==> src/rtl/dual_issue_scheduler.sv <==
// Dual-issue scheduler between the 2-wide fetch stage and the decode/issue backend.
// Each fetched pair either issues together or is split over two cycles.
// A pair is split when slot 1 depends on slot 0, when both access memory, or when
// slot 0 is a control transfer. Backend backpressure, branch flushes and a
// split-event counter are handled here as well.
module dual_issue_scheduler #(
  parameter int XLEN = 64,
  parameter int ILEN = 32
) (
  input  logic            clk,
  input  logic            reset_n,
  input  logic            fetch_valid,
  input  logic [XLEN-1:0] fetch_pc,
  input  logic [ILEN-1:0] fetch_instr1,
  input  logic [ILEN-1:0] fetch_instr2,
  input  logic            flush,
  input  logic            issue_ready,
  output logic            fetch_stall,
  output logic            issue0_valid,
  output logic            issue1_valid,
  output logic [ILEN-1:0] issue0_instr,
  output logic [ILEN-1:0] issue1_instr,
  output logic [XLEN-1:0] issue0_pc,
  output logic [XLEN-1:0] issue1_pc,
  output logic [31:0]     split_count
);

  localparam logic [6:0] OPC_OP        = 7'b0110011;
  localparam logic [6:0] OPC_OP_IMM    = 7'b0010011;
  localparam logic [6:0] OPC_LOAD      = 7'b0000011;
  localparam logic [6:0] OPC_STORE     = 7'b0100011;
  localparam logic [6:0] OPC_BRANCH    = 7'b1100011;
  localparam logic [6:0] OPC_LUI       = 7'b0110111;
  localparam logic [6:0] OPC_AUIPC     = 7'b0010111;
  localparam logic [6:0] OPC_JAL       = 7'b1101111;
  localparam logic [6:0] OPC_JALR      = 7'b1100111;
  localparam logic [6:0] OPC_OP_32     = 7'b0111011;
  localparam logic [6:0] OPC_OP_IMM_32 = 7'b0011011;

  typedef enum logic {NORMAL, SECOND} state_t;

  state_t          state;
  logic [ILEN-1:0] hold_instr;
  logic [XLEN-1:0] hold_pc;

  logic [6:0] op1, op2;
  logic [4:0] rd1, rd2, rs1_2, rs2_2;
  logic       bubble1, bubble2;
  logic       raw_hazard, waw_hazard, mem_hazard, ctrl_hazard;
  logic       need_split;

  function automatic logic writes_rd(input logic [6:0] op);
    return (op == OPC_OP) || (op == OPC_OP_IMM) || (op == OPC_LOAD) ||
           (op == OPC_LUI) || (op == OPC_AUIPC) || (op == OPC_JAL) ||
           (op == OPC_JALR) || (op == OPC_OP_32) || (op == OPC_OP_IMM_32);
  endfunction

  function automatic logic reads_rs1(input logic [6:0] op);
    return !((op == OPC_LUI) || (op == OPC_AUIPC) || (op == OPC_JAL));
  endfunction

  function automatic logic reads_rs2(input logic [6:0] op);
    return (op == OPC_OP) || (op == OPC_OP_32) || (op == OPC_STORE) || (op == OPC_BRANCH);
  endfunction

  function automatic logic is_mem(input logic [6:0] op);
    return (op == OPC_LOAD) || (op == OPC_STORE);
  endfunction

  function automatic logic is_ctrl(input logic [6:0] op);
    return (op == OPC_BRANCH) || (op == OPC_JAL) || (op == OPC_JALR);
  endfunction

  // Decode both fetched slots and decide whether the pair has to be split.
  always_comb begin
    op1         = fetch_instr1[6:0];
    op2         = fetch_instr2[6:0];
    rd1         = fetch_instr1[11:7];
    rd2         = fetch_instr2[11:7];
    rs1_2       = fetch_instr2[19:15];
    rs2_2       = fetch_instr2[24:20];
    bubble1     = (fetch_instr1 == '0);
    bubble2     = (fetch_instr2 == '0);
    raw_hazard  = writes_rd(op1) && (rd1 != 5'd0) &&
                  ((reads_rs1(op2) && (rs1_2 == rd1)) || (reads_rs2(op2) && (rs2_2 == rd1)));
    waw_hazard  = writes_rd(op1) && writes_rd(op2) && (rd1 != 5'd0) && (rd2 == rd1);
    mem_hazard  = is_mem(op1) && is_mem(op2);
    ctrl_hazard = is_ctrl(op1);
    need_split  = !bubble1 && !bubble2 &&
                  (raw_hazard || waw_hazard || mem_hazard || ctrl_hazard);
  end

  // Fetch holds its PC on backpressure or while the first half of a split issues;
  // a flush redirects fetch, so it never stalls in that cycle.
  always_comb begin
    fetch_stall = 1'b0;
    if (!reset_n) begin
      fetch_stall = 1'b0;
    end else if (flush) begin
      fetch_stall = 1'b0;
    end else if (!issue_ready) begin
      fetch_stall = 1'b1;
    end else if ((state == NORMAL) && fetch_valid && need_split) begin
      fetch_stall = 1'b1;
    end
  end

  // Issue FSM: pair or split issue, hold-register management and split counting.
  always_ff @(posedge clk or negedge reset_n) begin
    if (!reset_n) begin
      state        <= NORMAL;
      hold_instr   <= '0;
      hold_pc      <= '0;
      issue0_valid <= 1'b0;
      issue1_valid <= 1'b0;
      issue0_instr <= '0;
      issue1_instr <= '0;
      issue0_pc    <= '0;
      issue1_pc    <= '0;
      split_count  <= '0;
    end else if (flush) begin
      state        <= NORMAL;
      hold_instr   <= '0;
      hold_pc      <= '0;
      issue0_valid <= 1'b0;
      issue1_valid <= 1'b0;
    end else if (issue_ready) begin
      if (state == SECOND) begin
        issue0_valid <= 1'b1;
        issue0_instr <= hold_instr;
        issue0_pc    <= hold_pc;
        issue1_valid <= 1'b0;
        state        <= NORMAL;
      end else if (fetch_valid) begin
        issue0_valid <= !bubble1;
        issue0_instr <= fetch_instr1;
        issue0_pc    <= fetch_pc;
        if (need_split) begin
          issue1_valid <= 1'b0;
          hold_instr   <= fetch_instr2;
          hold_pc      <= fetch_pc + XLEN'(4);
          split_count  <= split_count + 32'd1;
          state        <= SECOND;
        end else begin
          issue1_valid <= !bubble2;
          issue1_instr <= fetch_instr2;
          issue1_pc    <= fetch_pc + XLEN'(4);
        end
      end else begin
        issue0_valid <= 1'b0;
        issue1_valid <= 1'b0;
      end
    end
  end

endmodule
==> config.mk <==
export PLATFORM = sky130hd
export DESIGN_NAME = dual_issue_scheduler
export DESIGN_NICKNAME = d
export VERILOG_FILES = /design/src/rtl/dual_issue_scheduler.sv
export SDC_FILE = /design/constraint.sdc
export NUM_CORES = 1
export LEC_CHECK = 0
export ABC_AREA = 0
export BUFFER_PORTS_ARGS = -buffer_cell sky130_fd_sc_hd__buf_4
export CAP_MARGIN = 20
export CELL_PAD_IN_SITES_DETAIL_PLACEMENT = 1
export CELL_PAD_IN_SITES_GLOBAL_PLACEMENT = 2
export CORE_MARGIN = 4
export CORE_UTILIZATION = 34
export DETAILED_ROUTE_END_ITERATION = 7
export PLACE_DENSITY_LB_ADDON = 0.1
export SETUP_SLACK_MARGIN = 0.5
export SYNTH_ARGS = -nofsm -noshare
export SYNTH_HDL_FRONTEND = slang
export SYNTH_SLANG_ARGS = --single-unit
==> constraint.sdc <==
create_clock -name clk -period 2.45 [get_ports clk]
set_clock_uncertainty 0.1 [all_clocks]
set_input_delay 0 -clock clk [delete_from_list [all_inputs] [get_ports clk]]
set_output_delay 0 -clock clk [all_outputs]
set_load 0.005 [all_outputs]
Word-level counts from Yosys, hierarchy flattened
Cells that the tools add are included.
{ "totals": {"register_bits": 323, "inputBits": 133, "output_inout_bits": 227, "elab_cells": 128} }
{ "classes": {"n_addsub": 2, "eq_ne": 26, "muxes": 32, "n_bitwise": 3, "reduce_logical": 55} }
{ "ops": {"columns": ["operator", "count"], "rows": [
  ["2-to-1 mux 64 bit", 7],
  ["2-to-1 mux 32 bit", 7],
  ["adder 64 x 3 -> 64 bit, second input constant", 1],
  ["logical NOT 32 bit", 2],
  ["== test 7 x 6 -> 1 bit, second input constant", 8],
  ["== test 7 x 5 -> 1 bit, second input constant", 6],
  ["== test 7 bit, second input constant", 6],
  ["adder 32 x 1 -> 32 bit, second input constant", 1],
  ["logical OR 1 bit", 29],
  ["2-to-1 mux 1 bit", 18],
  ["== test 5 bit", 3],
  ["== test 7 x 2 -> 1 bit, second input constant", 2],
  ["logical AND 1 bit", 12],
  ["AND reduction 5 bit", 2],
  ["nonzero test 2 bit", 4],
  ["nonzero test 5 bit", 1],
  ["AND reduction 4 bit", 1],
  ["logical NOT 1 bit", 3],
  ["NOT 1 bit", 3],
  ["AND reduction 3 bit", 1],
  ["!= test 2 bit, second input constant", 1]
]} }

Longest topological paths before layout
Gate-level depths: netlist (run 1).
{ "depth": {"word_depth": 21, "depth_mapped": 11, "mapped_depth_nobuf": 7} }

Least setup slack after synthesis (run 1)
No wires, ideal clock.
{ "synth_timing": {"kind": "input-to-reg", "from": "in fetch_instr2[6]", "to": "reg issue1_pc[0]", "setup_time_ns": 0.125, "arrival_time_ns": 2.122, "required_time_ns": 2.225, "slack_ns": 0.104, "stages": 8, "n_path_buf": 3, "cell_sequence": "buf_2 or4_1 o32a_1 nor4bb_1 buf_4 o21ai_4 buf_2 mux2_2"} }
{ "synth_between": {"elab_chain_len": 18, "elab_cells_between_ends": 43, "cone_classes": "eq/ne (11); bitwise (1); reduce/logical (31)"} }
{ "synth_rtl": {"columns": ["element", "line", "text"], "rows": [
  ["start, declared", "15", "input logic [ILEN-1:0] fetch_instr2,"],
  ["== test 7 x 6 -> 1 bit / == test 7 x 5 -> 1 bit (equally long branches)", "53, 63", null],
  ["logical OR 1 bit (3 in a row)", "53", "return (op == OPC_OP) || (op == OPC_OP_IMM) || (op == OPC_LOAD) ||"],
  ["logical OR 1 bit (3 in a row)", "54", "(op == OPC_LUI) || (op == OPC_AUIPC) || (op == OPC_JAL) ||"],
  ["logical OR 1 bit (2 in a row)", "55", "(op == OPC_JALR) || (op == OPC_OP_32) || (op == OPC_OP_IMM_32);"],
  ["logical AND 1 bit (3 in a row)", "86", "waw_hazard = writes_rd(op1) && writes_rd(op2) && (rd1 != 5'd0) && (rd2 == rd1);"],
  ["logical OR 1 bit (3 in a row)", "90", "(raw_hazard || waw_hazard || mem_hazard || ctrl_hazard);"],
  ["logical AND 1 bit *", "89", "need_split = !bubble1 && !bubble2 &&"],
  ["NOT 1 bit (no source line) *", null, null],
  ["AND reduction 5 bit (no source line) *", null, null],
  ["end signal, assigned", "147", "issue1_pc <= fetch_pc + XLEN'(4);"],
  ["end, declared", "24", "output logic [XLEN-1:0] issue1_pc,"]
]} }
Mark *: on every way between the ends. The rest lies on a longest branch, timed or not.
A chain may end at the register's enable or synchronous reset.

Worst setup path in the final report (run 1)
{ "layout_timing": {"from": "reg state", "to": "reg hold_pc[35]"} }
{ "layout_between": {"elab_chain_len": 2} }
{ "layout_rtl": {"columns": ["element", "line", "text"], "rows": [
  ["start, declared", "42", "state_t state;"],
  ["start signal, assigned", "111", "state <= NORMAL;"],
  ["start signal, assigned", "122", "state <= NORMAL;"],
  ["start signal, assigned", "133", "state <= NORMAL;"],
  ["!= test 2 bit (no source line)", null, null],
  ["AND reduction 4 bit (no source line)", null, null],
  ["end signal, assigned", "141", "hold_pc <= fetch_pc + XLEN'(4);"],
  ["end, declared", "44", "logic [XLEN-1:0] hold_pc;"]
]} }
Every way passes these cells.

==> results of run 1 <==
==> cell type report <==
class	instances	area (µm²)
Fill cell	4542	19710
Inverter	12	45.04
Clock buffer	66	1242
Sequential cell	323	8088
Clock inverter	5	81.33
Timing Repair Buffer	639	6116
Antenna cell	1	2.502
Tap cell	585	732.0
Multi-Input combinational cell	872	7058
==> layer usage <==
metal	GRT usage (%)	wire length, µm	share of wire [%]
met1	31.30	26420	44
met2	38.26	28670	48
met3	5.753	3307	5.5
met4	6.443	1463	2.4
met5	0	36	0.060
==> worst max-delay path: cells and delay by family, from the launching register on <==
| family | cells | cell delay, ps |
|---|---|---|
| buffers and inverters | 3 | 540 |
| AOI/OAI and AO/OA | 2 | 580 |
| and+or+nand+nor | 1 | 230 |
| DFF | 1 | 480 |
==> cells in the mapped netlist (2+ instances only) <==
| cell | number | area, µm² |
|---|---|---|
| sky130_fd_sc_hd__nand2b_1 | 3 | 18.77 |
| sky130_fd_sc_hd__or3_1 | 5 | 31.28 |
| sky130_fd_sc_hd__nor4b_1 | 2 | 17.52 |
| sky130_fd_sc_hd__nand2_1 | 130 | 488.0 |
| sky130_fd_sc_hd__or4_1 | 5 | 37.54 |
| sky130_fd_sc_hd__clkbuf_1 | 53 | 198.9 |
| sky130_fd_sc_hd__and4b_1 | 2 | 20.02 |
| sky130_fd_sc_hd__nand4b_1 | 2 | 17.52 |
| sky130_fd_sc_hd__o41ai_1 | 2 | 17.52 |
| sky130_fd_sc_hd__a22o_1 | 93 | 814.5 |
| sky130_fd_sc_hd__nor4_1 | 30 | 187.7 |
| sky130_fd_sc_hd__nand3b_1 | 2 | 15.01 |
| sky130_fd_sc_hd__buf_2 | 19 | 95.09 |
| sky130_fd_sc_hd__and3_1 | 16 | 100.1 |
| sky130_fd_sc_hd__mux2i_1 | 99 | 991.0 |
| sky130_fd_sc_hd__nand4_1 | 40 | 250.2 |
| sky130_fd_sc_hd__nor3_1 | 37 | 185.2 |
| sky130_fd_sc_hd__o21ai_0 | 97 | 485.5 |
| sky130_fd_sc_hd__mux2_2 | 87 | 979.7 |
| sky130_fd_sc_hd__inv_1 | 12 | 45.04 |
| sky130_fd_sc_hd__xnor2_1 | 43 | 376.6 |
| sky130_fd_sc_hd__buf_1 | 6 | 22.52 |
| sky130_fd_sc_hd__xor2_1 | 63 | 551.8 |
| sky130_fd_sc_hd__mux2_1 | 7 | 78.83 |
| sky130_fd_sc_hd__a211oi_1 | 2 | 15.01 |
| sky130_fd_sc_hd__nor2b_1 | 3 | 18.77 |
| sky130_fd_sc_hd__dfrtp_1 | 323 | 8083 |
| sky130_fd_sc_hd__nand3_1 | 38 | 190.2 |
| sky130_fd_sc_hd__and4_1 | 7 | 61.31 |
| sky130_fd_sc_hd__and2_1 | 7 | 43.79 |
| sky130_fd_sc_hd__o2bb2ai_1 | 3 | 26.28 |
| sky130_fd_sc_hd__nor2_1 | 24 | 90.09 |
| sky130_fd_sc_hd__a21oi_1 | 3 | 15.01 |
| sky130_fd_sc_hd__ha_1 | 2 | 25.02 |
| sky130_fd_sc_hd__buf_6 | 5 | 56.30 |
==> kinds of logic (layout without fill, tap and decap cells) <==
logic type / Yosys count / count (layout) / share of synthesized area, %
buffers and inverters: 96 / 722 / 2.871
AOI/OAI and AO/OA: 209 / 210 / 9.828
adders and majority gates: 2 / 2 / 0.1688
DFF: 323 / 323 / 54.54
and+or+nand+nor: 360 / 361 / 12.50
muxes: 193 / 193 / 13.83
xor gates and xnor gates: 106 / 106 / 6.265
other: 0 / 1 / 0
==> registers in the layout, summed over array words and instances (netlist names) <==
register	count
issue1_valid	1
split_count	32
issue0_valid	1
issue1_instr	32
issue1_pc	64
state	1
issue0_pc	64
hold_pc	64
hold_instr	32
issue0_instr	32
==> worst min-delay path by stage <==
stage / to / slack [ps] / cells past startpoint
after floorplan: hold_instr[0] / -400 / 0
after global placement: split_count[27] / -90 / 1
after detailed placement: split_count[27] / -80 / 1
after CTS: split_count[27] / -80 / 2
after global routing: split_count[27] / -30 / 2
final: split_count[27] / -90 / 2
==> through the flow <==
| stage | setup slack, ps | setup TNS, ps | utilization (%) |
|---|---|---|---|
| after floorplan | 165.0 | 0 | - |
| after global routing | 324.7 | 0 | 54.24 |
| after global placement | -160.7 | -17930 | 43.86 |
| after CTS | 400.6 | 0 | 51.75 |
| final | 382.6 | 0 | 54.24 |
| after detailed placement | -322.0 | -28730 | 43.86 |
==> timing repair <==
action / 4_1_cts / 5_1_grt
buffers inserted: 24 / 14
setup endpoints to repair: 222 / 312
hold buffers: 145 / 4
cloned: 6 / 25
resized for setup: 49 / 97
pin swaps: 23 / 37
hold endpoints to repair: 615 / 63
==> power breakdown <==
part	total [mW]	internal [mW]	leakage, nW	switching (mW)
clock network	6.02	3.66	0.642	2.36
registers	6.31	5.91	4.15	0.395
logic	2.90	1.67	6.04	1.22
total	15.2	11.2	10.8	3.98
==> impl_results.rst, run 1 <==
.. list-table::
   :header-rows: 1

   * - Metric
     - Value
   * - Avg Inst Size Synth
     - 11.50 µm²
   * - Number of antenna violations at the first check in global routing
     - 4
   * - Final Hold Vio Count
     - 61
   * - Reg2reg path depth
     - 6
   * - Average vias per placed instance
     - 5.134
   * - Initial core utilization
     - 34.40%
   * - Total clock buffers created by CTS
     - 41
   * - Post-synth EDFFs
     - 0
   * - Proportion of layout cells with a drive suffix above 1
     - 37.56%
   * - Insertion delay of the later-clocked pin in the worst-skew pair
     - 560 ps
   * - Fraction of synthesis flops using an asynchronous set or reset pin
     - 100.0%
   * - Peak supply drop
     - 578.5 µV
   * - Tightest Hold Check Type
     - in -> async
   * - Final setup violation count
     - 0
   * - Power density relative to cell area
     - about 650 nW/µm²
   * - Commonest non-fill, non-tap cell in the layout
     - sky130_fd_sc_hd__buf_4
   * - First-pass DRT Iterations
     - 5
   * - Die H
     - 216.8 µm
   * - Critical path's largest stage delay
     - 480 ps
   * - First-pass GRT wire length
     - roughly 86 mm
   * - Reported max-cap violation count
     - 0
   * - Synthesis warning total
     - 0
   * - Maximum buffer depth of the clock tree
     - 3
   * - Most frequent cells in the layout
     - 414 x sky130_fd_sc_hd__buf_4, 321 x sky130_fd_sc_hd__dfrtp_1, 146 x sky130_fd_sc_hd__dlygate4sd3_1, 129 x sky130_fd_sc_hd__nand2_1, 98 x sky130_fd_sc_hd__mux2i_1
   * - Top-Level Pins
     - 360
   * - Slowest cell on the critical path
     - sky130_fd_sc_hd__dfrtp_4
   * - DRC violation count after routing
     - 0
   * - Arrival time of the worst setup path
     - 2400 ps
   * - Count of buffers from port buffering
     - between 300 and 400
   * - FF-to-FF Start
     - state
   * - Reg2Reg Setup Slack
     - 380 ps
   * - Post-synthesis register bit count
     - 323
   * - Number of nets produced by synthesis
     - approximately 1400
   * - Vias in the first global route
     - 13840
   * - Worst slew margin
     - 38.56%
   * - Area enclosed by the die boundary
     - 46990 µm²
   * - P&R area growth vs syn
     - 57.67%
   * - Distinct cell type count after synthesis
     - 52
   * - Detailed-route wire length per cell
     - around 24 µm
   * - Critical-path cell list
     - nand3b_1, buf_4, buf_6, o31a_4, clkbuf_16, a22o_1
   * - Share of the clock period used by the worst path after layout
     - 84.38%
   * - Fin. max-slew vios
     - 0
   * - Startpoint types
     - register
   * - Post-route antenna net violation count
     - 0
   * - Unrepaired setup endpoints after global routing
     - yes
   * - H-tree depth
     - 2
   * - Design area
     - 23360 µm²
   * - Seq/Total Area, Yosys
     - 54.54%
   * - Required time of the critical path
     - 2790 ps
   * - Reg-to-reg endpoint
     - hold_pc[35]
   * - Transition time at the pin with the least slew margin
     - 913.2 ps
   * - Clock sink total
     - approximately 320
   * - Setup CP Type
     - reg -> reg
   * - Result of the run
     - finished with violations
   * - Worst-path maximum fanout
     - 11
   * - Design Power
     - about 15 mW
   * - Cell chosen for the clock root
     - sky130_fd_sc_hd__clkbuf_16
   * - CP startpoint
     - state
   * - Clock tree from TritonCTS
     - done
   * - Number of non-filler instances in the completed layout
     - about 2500
   * - Total Wirelength
     - 59.90 mm
   * - Total standard cell area after synthesis
     - 14820 µm²
   * - Static power due to leakage
     - 10.83 nW
   * - Total half-perimeter wirelength after legalization and detailed placement
     - 36.61 mm
   * - Standard cell area after detailed placement
     - 18890 µm²
   * - Hold WS
     - -92.14 ps
   * - Maximum number of pins on one net before global-route repair
     - 93
   * - CTS clk-pin slew, worst paths
     - roughly 60 ps
   * - Crit. End Element
     - register
   * - Overflow left after global routing
     - 0
   * - Highest achievable clock rate
     - 0.4837 GHz
   * - # rows
     - 76
   * - Overall fraction of global-route tracks in use
     - 23.43%
   * - Number of placed instances, taps included
     - ~2200
   * - Core area
     - roughly 43000 µm²
   * - Final period demand of the worst path
     - 2067 ps
   * - Gpl congestion
     - 0.8153
   * - Failing checks
     - hold timing
   * - Most used DFF post-synth
     - sky130_fd_sc_hd__dfrtp_1
   * - Layout net count
     - approximately 2000
   * - Crit path to
     - hold_pc[35]
   * - Horizontal die dimension
     - approximately 220 µm
   * - Via count
     - 12850
   * - Violation count after the first detailed-routing iteration
     - 620
   * - Cell count after synthesis
     - 1289
No activity file was read; power rests on OpenSTA's default activity.
==> run 2: changes to the inputs <==
Clock period 2.45 ns to 2.2 ns, I/O delays scaled along.
==> run 2 against run 1 <==
Net effect: the flow still finishes with violations (hold timing); critical path depth rose by 6; core utilization rose by 1.5 points; final area rose by 2.8%; register-to-register slack got worse by 320 ps; die area did not move; sequential power rose by 12%; sequential share of layout area fell by 0.94 points; critical endpoint is now fetch_stall; largest power group unchanged.
==> impl_results.rst, run 2 (synthesis results as in run 1) <==
.. list-table::
   :header-rows: 1

   * - Metric
     - Value
   * - Result of the run
     - finished with violations
   * - Failing checks
     - hold timing
   * - Setup total negative slack
     - 0 ps (unchanged)
   * - CTS clk-pin slew, worst paths
     - 50 ps (about the same)
   * - Maximum buffer depth of the clock tree
     - 3 (unchanged)
   * - Fraction of the core area covered by cells at the end of the flow
     - 55.75% (+1.5 points)
   * - Top-Level Pins
     - 360 (unchanged)
   * - Tightest Hold Check Type
     - in -> async
   * - Slowest cell on the critical path
     - sky130_fd_sc_hd__a2111oi_4
   * - Final setup violation count
     - 0 (unchanged)
   * - Detailed-route wire length per cell
     - 24.41 µm (+2.0%)
   * - Static power due to leakage
     - 11.29 nW (+4.2%)
   * - Proportion of layout cells with a drive suffix above 1
     - 39.83% (+2.3 points)
   * - Total half-perimeter wirelength after legalization and detailed placement
     - 37.75 mm (+3.1%)
   * - Violation count after the first detailed-routing iteration
     - 772 (+25%)
   * - P&R area growth vs syn
     - 62.05%
   * - Startpoint types
     - input pin
   * - Critical-path cell list
     - buf_4, buf_4, a21boi_2, o21bai_4, a2111oi_4, buf_4, nor4bb_4, buf_12, buf_16, o41ai_4, and3_1, buf_6
   * - Overflow left after global routing
     - 0 (unchanged)
   * - Library cell appearing most often on the critical path
     - sky130_fd_sc_hd__buf_4
   * - Reported max-cap violation count
     - 0 (unchanged)
   * - Leading registers by flop count
     - hold_pc (64), issue0_pc (64), issue1_pc (64)
   * - Overall fraction of global-route tracks in use
     - 24.71% (+1.3 points)
   * - Count of buffers from port buffering
     - 359 (unchanged)
   * - Area enclosed by the die boundary
     - 46990 µm² (unchanged)
   * - Setup slack of the critical path after layout
     - 29.01 ps (-353.6 ps)
   * - Maximum number of pins on one net before global-route repair
     - 93 (unchanged)
   * - Reg2reg path depth
     - 8 (+2)
   * - Unrepaired setup endpoints after global routing
     - yes
   * - Post-Place Worst Slack
     - -419.9 ps (-97.89 ps)
   * - Via count
     - 13320 (+3.7%)
   * - First-pass DRT Iterations
     - 5 (unchanged)
   * - Average vias per placed instance
     - 5.207 (+1.4%)
   * - Insertion delay of the later-clocked pin in the worst-skew pair
     - 550 ps (about the same)
   * - Met3 demand-to-capacity share in global routing
     - 4.971% (-0.78 points)
   * - DRC violation count after routing
     - 0 (unchanged)
   * - Fill cells
     - 4470 (-1.6%)
   * - Core area
     - 43080 µm² (unchanged)
   * - Fin. max-slew vios
     - 0 (unchanged)
   * - # rows
     - 76 (unchanged)
   * - Layout net count
     - 2076 (+2.6%)
   * - Clock tree from TritonCTS
     - done
   * - First-pass GRT wire length
     - 89.92 mm (+4.5%)
   * - Most heavily used metal layer in global routing
     - met2
   * - Worst-path maximum fanout
     - 7 (-4)
   * - Hold WS
     - -117.9 ps (-25.75 ps)
   * - Setup CP Type
     - in -> out
   * - Final Hold Vio Count
     - 41 (-33%)
   * - Peak supply drop
     - 515.0 µV (-11%)
   * - Total Wirelength
     - 62.44 mm (+4.2%)
   * - Cell chosen for the clock root
     - sky130_fd_sc_hd__clkbuf_16
   * - Number of antenna violations at the first check in global routing
     - 5 (+1)
   * - Transition time at the pin with the least slew margin
     - 614.7 ps (-298.5 ps)
   * - Vias in the first global route
     - 14420 (+4.2%)
   * - Number of placed instances, taps included
     - 2260 (+2.1%)
   * - Gpl congestion
     - 0.7931 (-2.7%)
   * - Design area
     - 24010 µm² (+2.8%)
   * - Crit. End Element
     - primary output
   * - Clock sink total
     - 323 (unchanged)
   * - Arrival time of the worst setup path
     - 2070 ps (-330 ps)
   * - Post-route antenna net violation count
     - 0 (unchanged)
   * - Final period demand of the worst path
     - 2171 ps
   * - Met2 usage in global routing
     - 41.72% (+3.5 points)
   * - Required time of the critical path
     - 2100 ps (-690 ps)
   * - Total clock buffers created by CTS
     - 39 (-4.9%)
   * - Initial core utilization
     - 34.40% (unchanged)
   * - H-tree depth
     - 2 (unchanged)
   * - Standard cell area after detailed placement
     - 19210 µm² (+1.7%)
   * - Number of non-filler instances in the completed layout
     - 2558 (+2.2%)
   * - Commonest non-fill, non-tap cell in the layout
     - sky130_fd_sc_hd__buf_4
   * - GRT met1 Usage
     - 32.48% (+1.2 points)
   * - Worst slew margin
     - 58.64% (+20 points)
   * - Die H
     - 216.8 µm (unchanged)
   * - Highest achievable clock rate
     - 0.4606 GHz
   * - Critical path's largest stage delay
     - 390 ps (-90 ps)
   * - Power density relative to cell area
     - 721.1 nW/µm² (+11%)
   * - Horizontal die dimension
     - 216.8 µm (unchanged)
   * - Share of the clock period used by the worst path after layout
     - between 90 and 100%
   * - Most frequent cells in the layout
     - 456 x sky130_fd_sc_hd__buf_4, 322 x sky130_fd_sc_hd__dfrtp_1, 142 x sky130_fd_sc_hd__dlygate4sd3_1, 128 x sky130_fd_sc_hd__nand2_1, 99 x sky130_fd_sc_hd__mux2i_1
run 2: final cells by class:
class	count	area (µm²)	area share [%]
Inverter	12	45.04	0.1876
Antenna cell	2	5.005	0.02084
Clock buffer	60	1187	4.945
Multi-Input combinational cell	871	7143	29.75
Clock inverter	11	158.9	0.6617
Tap cell	585	732.0	3.048
Sequential cell	323	8087	33.67
Timing Repair Buffer	694	6656	27.72
run 2: worst max-delay path: cells and delay by family:
kind / cells / cell delay (ps)
AOI/OAI and AO/OA: 4 / 950
and+or+nand+nor: 2 / 250
buffers and inverters: 6 / 850
run 2: power breakdown:
| part | leakage [nW] | switching (mW) | internal [mW] |
|---|---|---|---|
| logic | 6.46 | 1.44 | 1.98 |
| clock network | 0.666 | 2.66 | 4.19 |
| registers | 4.16 | 0.462 | 6.58 |
run 2: path summary, 6_finish.rpt:
kind	startpoint	endpoint	slack (ps)
setup / recovery	fetch_instr2[2]	fetch_stall	30
hold / removal	reset_n	split_count[31]	-120
setup reg to reg	state	split_count[1]	60
hold reg to reg	split_count[31]	split_count[31]	370
max in group asynchronous	reset_n	hold_pc[59]	1250
min in group clk	fetch_pc[42]	hold_pc[44]	10
run 2: through the flow:
step	total power, mW	hold WS [ps]
floorplan	7.891	-395.6
global placement	9.819	-144.7
detailed placement	9.889	-142.7
CTS	17.26	-125.1
global route	18.03	-88.58
finish	17.32	-117.9
run 2: routing by layer:
layer	routed length, µm	share of wire, %	vias to the layer above
met5	37	0.059	-
met4	1502	2.4	6
met3	3141	5.0	79
met2	30850	49	331
met1	26910	43	6920
li1	-	-	5984
run 2: what timing repair did:
item,4_1_cts,5_1_grt
endpoints found under the setup margin,262,324
gates resized for setup,106,91
hold buffers,142,1
pin swaps,33,30
hold endpoints to repair,614,46
buffers inserted,39,14
gates cloned,15,15
==> run 3: changes to the inputs <==
Settings changed: REMOVE_ABC_BUFFERS set to 1.
==> run 3 against run 2 <==
Net effect: the flow still finishes with violations (hold timing); sequential cell count stayed put; total power decreased by 2.3%; clock-buffer cell count is 2 higher; maximum frequency shrank 0.56%; first-iteration DRC count grew 16%; sequential share of layout area increased by 0.37 points; hold slack lost 18 ps; die area is the same; core utilization is 0.60 points lower; largest cell class unchanged.
==> impl_results.rst, run 3 (synthesis results as in run 1) <==
.. list-table::
   :header-rows: 1

   * - Metric
     - Value
   * - Transition time at the pin with the least slew margin
     - 578.8 ps (-35.84 ps)
   * - Failing checks
     - hold timing
   * - # rows
     - 76 (unchanged)
   * - Horizontal die dimension
     - 216.8 µm (unchanged)
   * - Hold WS
     - -135.5 ps (-17.66 ps)
   * - Cell chosen for the clock root
     - sky130_fd_sc_hd__clkbuf_16
   * - Die H
     - 216.8 µm (unchanged)
   * - CTS clk-pin slew, worst paths
     - 70 ps (+20 ps)
   * - Setup slack of the critical path after layout
     - 16.68 ps (-12.32 ps)
   * - Final period demand of the worst path
     - 2183 ps (+12.32 ps)
   * - Area of the multi-input gates
     - 6785 µm² (-5.0%)
   * - Highest achievable clock rate
     - 0.4580 GHz (-0.56%)
   * - Setup CP Type
     - in -> reg
   * - First-pass GRT wire length
     - 92.09 mm (+2.4%)
   * - Insertion delay of the later-clocked pin in the worst-skew pair
     - 550 ps (about the same)
   * - Crit. End Element
     - register
   * - Via count
     - 13550 (+1.7%)
   * - Tightest Hold Check Type
     - in -> async
   * - Static power due to leakage
     - 11.06 nW (-2.0%)
   * - DRC violation count after routing
     - 0 (unchanged)
   * - P&R area growth vs syn
     - 60.29%
   * - Number of non-filler instances in the completed layout
     - 2562 (+0.16%)
   * - Arrival time of the worst setup path
     - 2580 ps (+510 ps)
   * - Maximum buffer depth of the clock tree
     - 3 (unchanged)
   * - Post-Place Worst Slack
     - -648.2 ps (-228.2 ps)
   * - Total half-perimeter wirelength after legalization and detailed placement
     - 36.62 mm (-3.0%)
   * - Final setup violation count
     - 0 (unchanged)
   * - Total clock buffers created by CTS
     - 39 (unchanged)
   * - Layout net count
     - 2081 (+0.24%)
   * - Register Area
     - 8087 µm² (unchanged)
   * - Required time of the critical path
     - 2590 ps (+490 ps)
   * - Result of the run
     - finished with violations
   * - Average vias per placed instance
     - 5.290 (+1.6%)
   * - Gpl congestion
     - 0.7798 (-1.7%)
   * - Commonest non-fill, non-tap cell in the layout
     - sky130_fd_sc_hd__buf_4
   * - Worst slew margin
     - 61.06% (+2.4 points)
   * - CP Buf/Inv Count
     - 7 (+1)
   * - Slowest cell on the critical path
     - sky130_fd_sc_hd__or4_1
   * - Top-Level Pins
     - 360 (unchanged)
   * - Fill cells
     - 4482 (+0.27%)
   * - Total Wirelength
     - 65.82 mm (+5.4%)
   * - Power density relative to cell area
     - 712.3 nW/µm² (-1.2%)
   * - Reported max-cap violation count
     - 0 (unchanged)
   * - Overflow left after global routing
     - 0 (unchanged)
   * - Peak supply drop
     - 446.1 µV (-13%)
   * - Detailed-route wire length per cell
     - 25.69 µm (+5.3%)
   * - Post-route antenna net violation count
     - 0 (unchanged)
   * - Startpoint types
     - input pin
   * - Fin. max-slew vios
     - 0 (unchanged)
   * - Unrepaired setup endpoints after global routing
     - yes
   * - Design area
     - 23750 µm² (-1.1%)
   * - Critical path's largest stage delay
     - 510 ps (+120 ps)
   * - Critical-path cell list
     - buf_8, or4_1, o32a_1, nor4bb_4, buf_4, buf_12, buf_4, nor3_4, buf_6, buf_12, clkbuf_16, a22o_1
   * - Count of buffers from port buffering
     - 359 (unchanged)
   * - CTS Hold Bufs
     - 143 (+0.70%)
   * - Worst-path maximum fanout
     - 6 (-1)
   * - Number of placed instances, taps included
     - 2262 (+0.088%)
   * - First-pass DRT Iterations
     - 5 (unchanged)
   * - Maximum number of pins on one net before global-route repair
     - 95 (+2.2%)
   * - Most frequent cells in the layout
     - 459 x sky130_fd_sc_hd__buf_4, 322 x sky130_fd_sc_hd__dfrtp_1, 143 x sky130_fd_sc_hd__dlygate4sd3_1, 124 x sky130_fd_sc_hd__nand2_1, 99 x sky130_fd_sc_hd__mux2i_1
   * - Share of the clock period used by the worst path after layout
     - 99.24% (+0.56 points)
   * - Proportion of layout cells with a drive suffix above 1
     - 39.52% (-0.30 points)
   * - Final Hold Vio Count
     - 42 (+2.4%)
   * - Violation count after the first detailed-routing iteration
     - 899 (+16%)
   * - Vias in the first global route
     - 14630 (+1.4%)
   * - Number of antenna violations at the first check in global routing
     - 3 (-2)
   * - Area enclosed by the die boundary
     - 46990 µm² (unchanged)
   * - H-tree depth
     - 2 (unchanged)
   * - Clock sink total
     - 323 (unchanged)
   * - Leading registers by flop count
     - hold_pc (64), issue0_pc (64), issue1_pc (64)
   * - Initial core utilization
     - 34.40% (unchanged)
   * - Overall fraction of global-route tracks in use
     - 25.30% (+0.59 points)
   * - CP delay by family, top
     - buffers and inverters
   * - Standard cell area after detailed placement
     - 18990 µm² (-1.2%)
   * - Setup total negative slack
     - 0 ps (unchanged)
   * - Core area
     - 43080 µm² (unchanged)
   * - Clock tree from TritonCTS
     - done
## run 3: worst paths after layout
path                                 start               end  slack, ps  cells past startpoint
min in group clk              fetch_pc[14]       hold_pc[17]         40                      5
max reg2reg                          state    hold_instr[10]         70                      8
max                        fetch_instr2[4]    hold_instr[10]         20                     12
max in group asynchronous          reset_n     issue1_pc[13]       1300                      3
min reg2reg                split_count[31]   split_count[31]        370                      1
min                                reset_n  issue0_instr[25]       -140                      2
## run 3: area by class of cell
class                   count  share of cell area, %
flip-flops and latches    323                  34.04
repair buffers            700                  28.63
multi-input cells         870                  28.56
clock buffers              62                  5.109
well taps                 585                  3.081
clock inverters             9                 0.3687
inverters                  12                 0.1896
diodes                      1                0.01053
## run 3: through the flow
step / utilization (%) / power (mW)
global placement: 44.09 / 9.824
floorplan: - / 7.835
detailed placement: 44.09 / 9.894
CTS: 52.85 / 16.86
finish: 55.14 / 16.92
global route: 55.14 / 17.63
## run 3: routing by layer
layer	vias up	GRT usage (%)	wire, µm
li1	6001	-	-
met1	7048	33.96	28740
met2	412	41.91	31410
met3	90	6.046	4016
met4	2	5.633	1642
met5	-	0	13
## run 3: power by group
part	internal [mW]	total [mW]	leakage (nW)	switching, mW
Combinational	1.83	3.30	6.26	1.47
Sequential	6.58	7.03	4.16	0.446
Clock	3.91	6.60	0.642	2.69
## run 3: repair_timing
item | in CTS | in global routing
gates resized for setup | 85 | 106
setup endpoints to repair | 310 | 324
gates cloned | 15 | 28
endpoints found under the hold margin | 614 | 42
pin swaps | 32 | 93
buffers inserted | 21 | 21
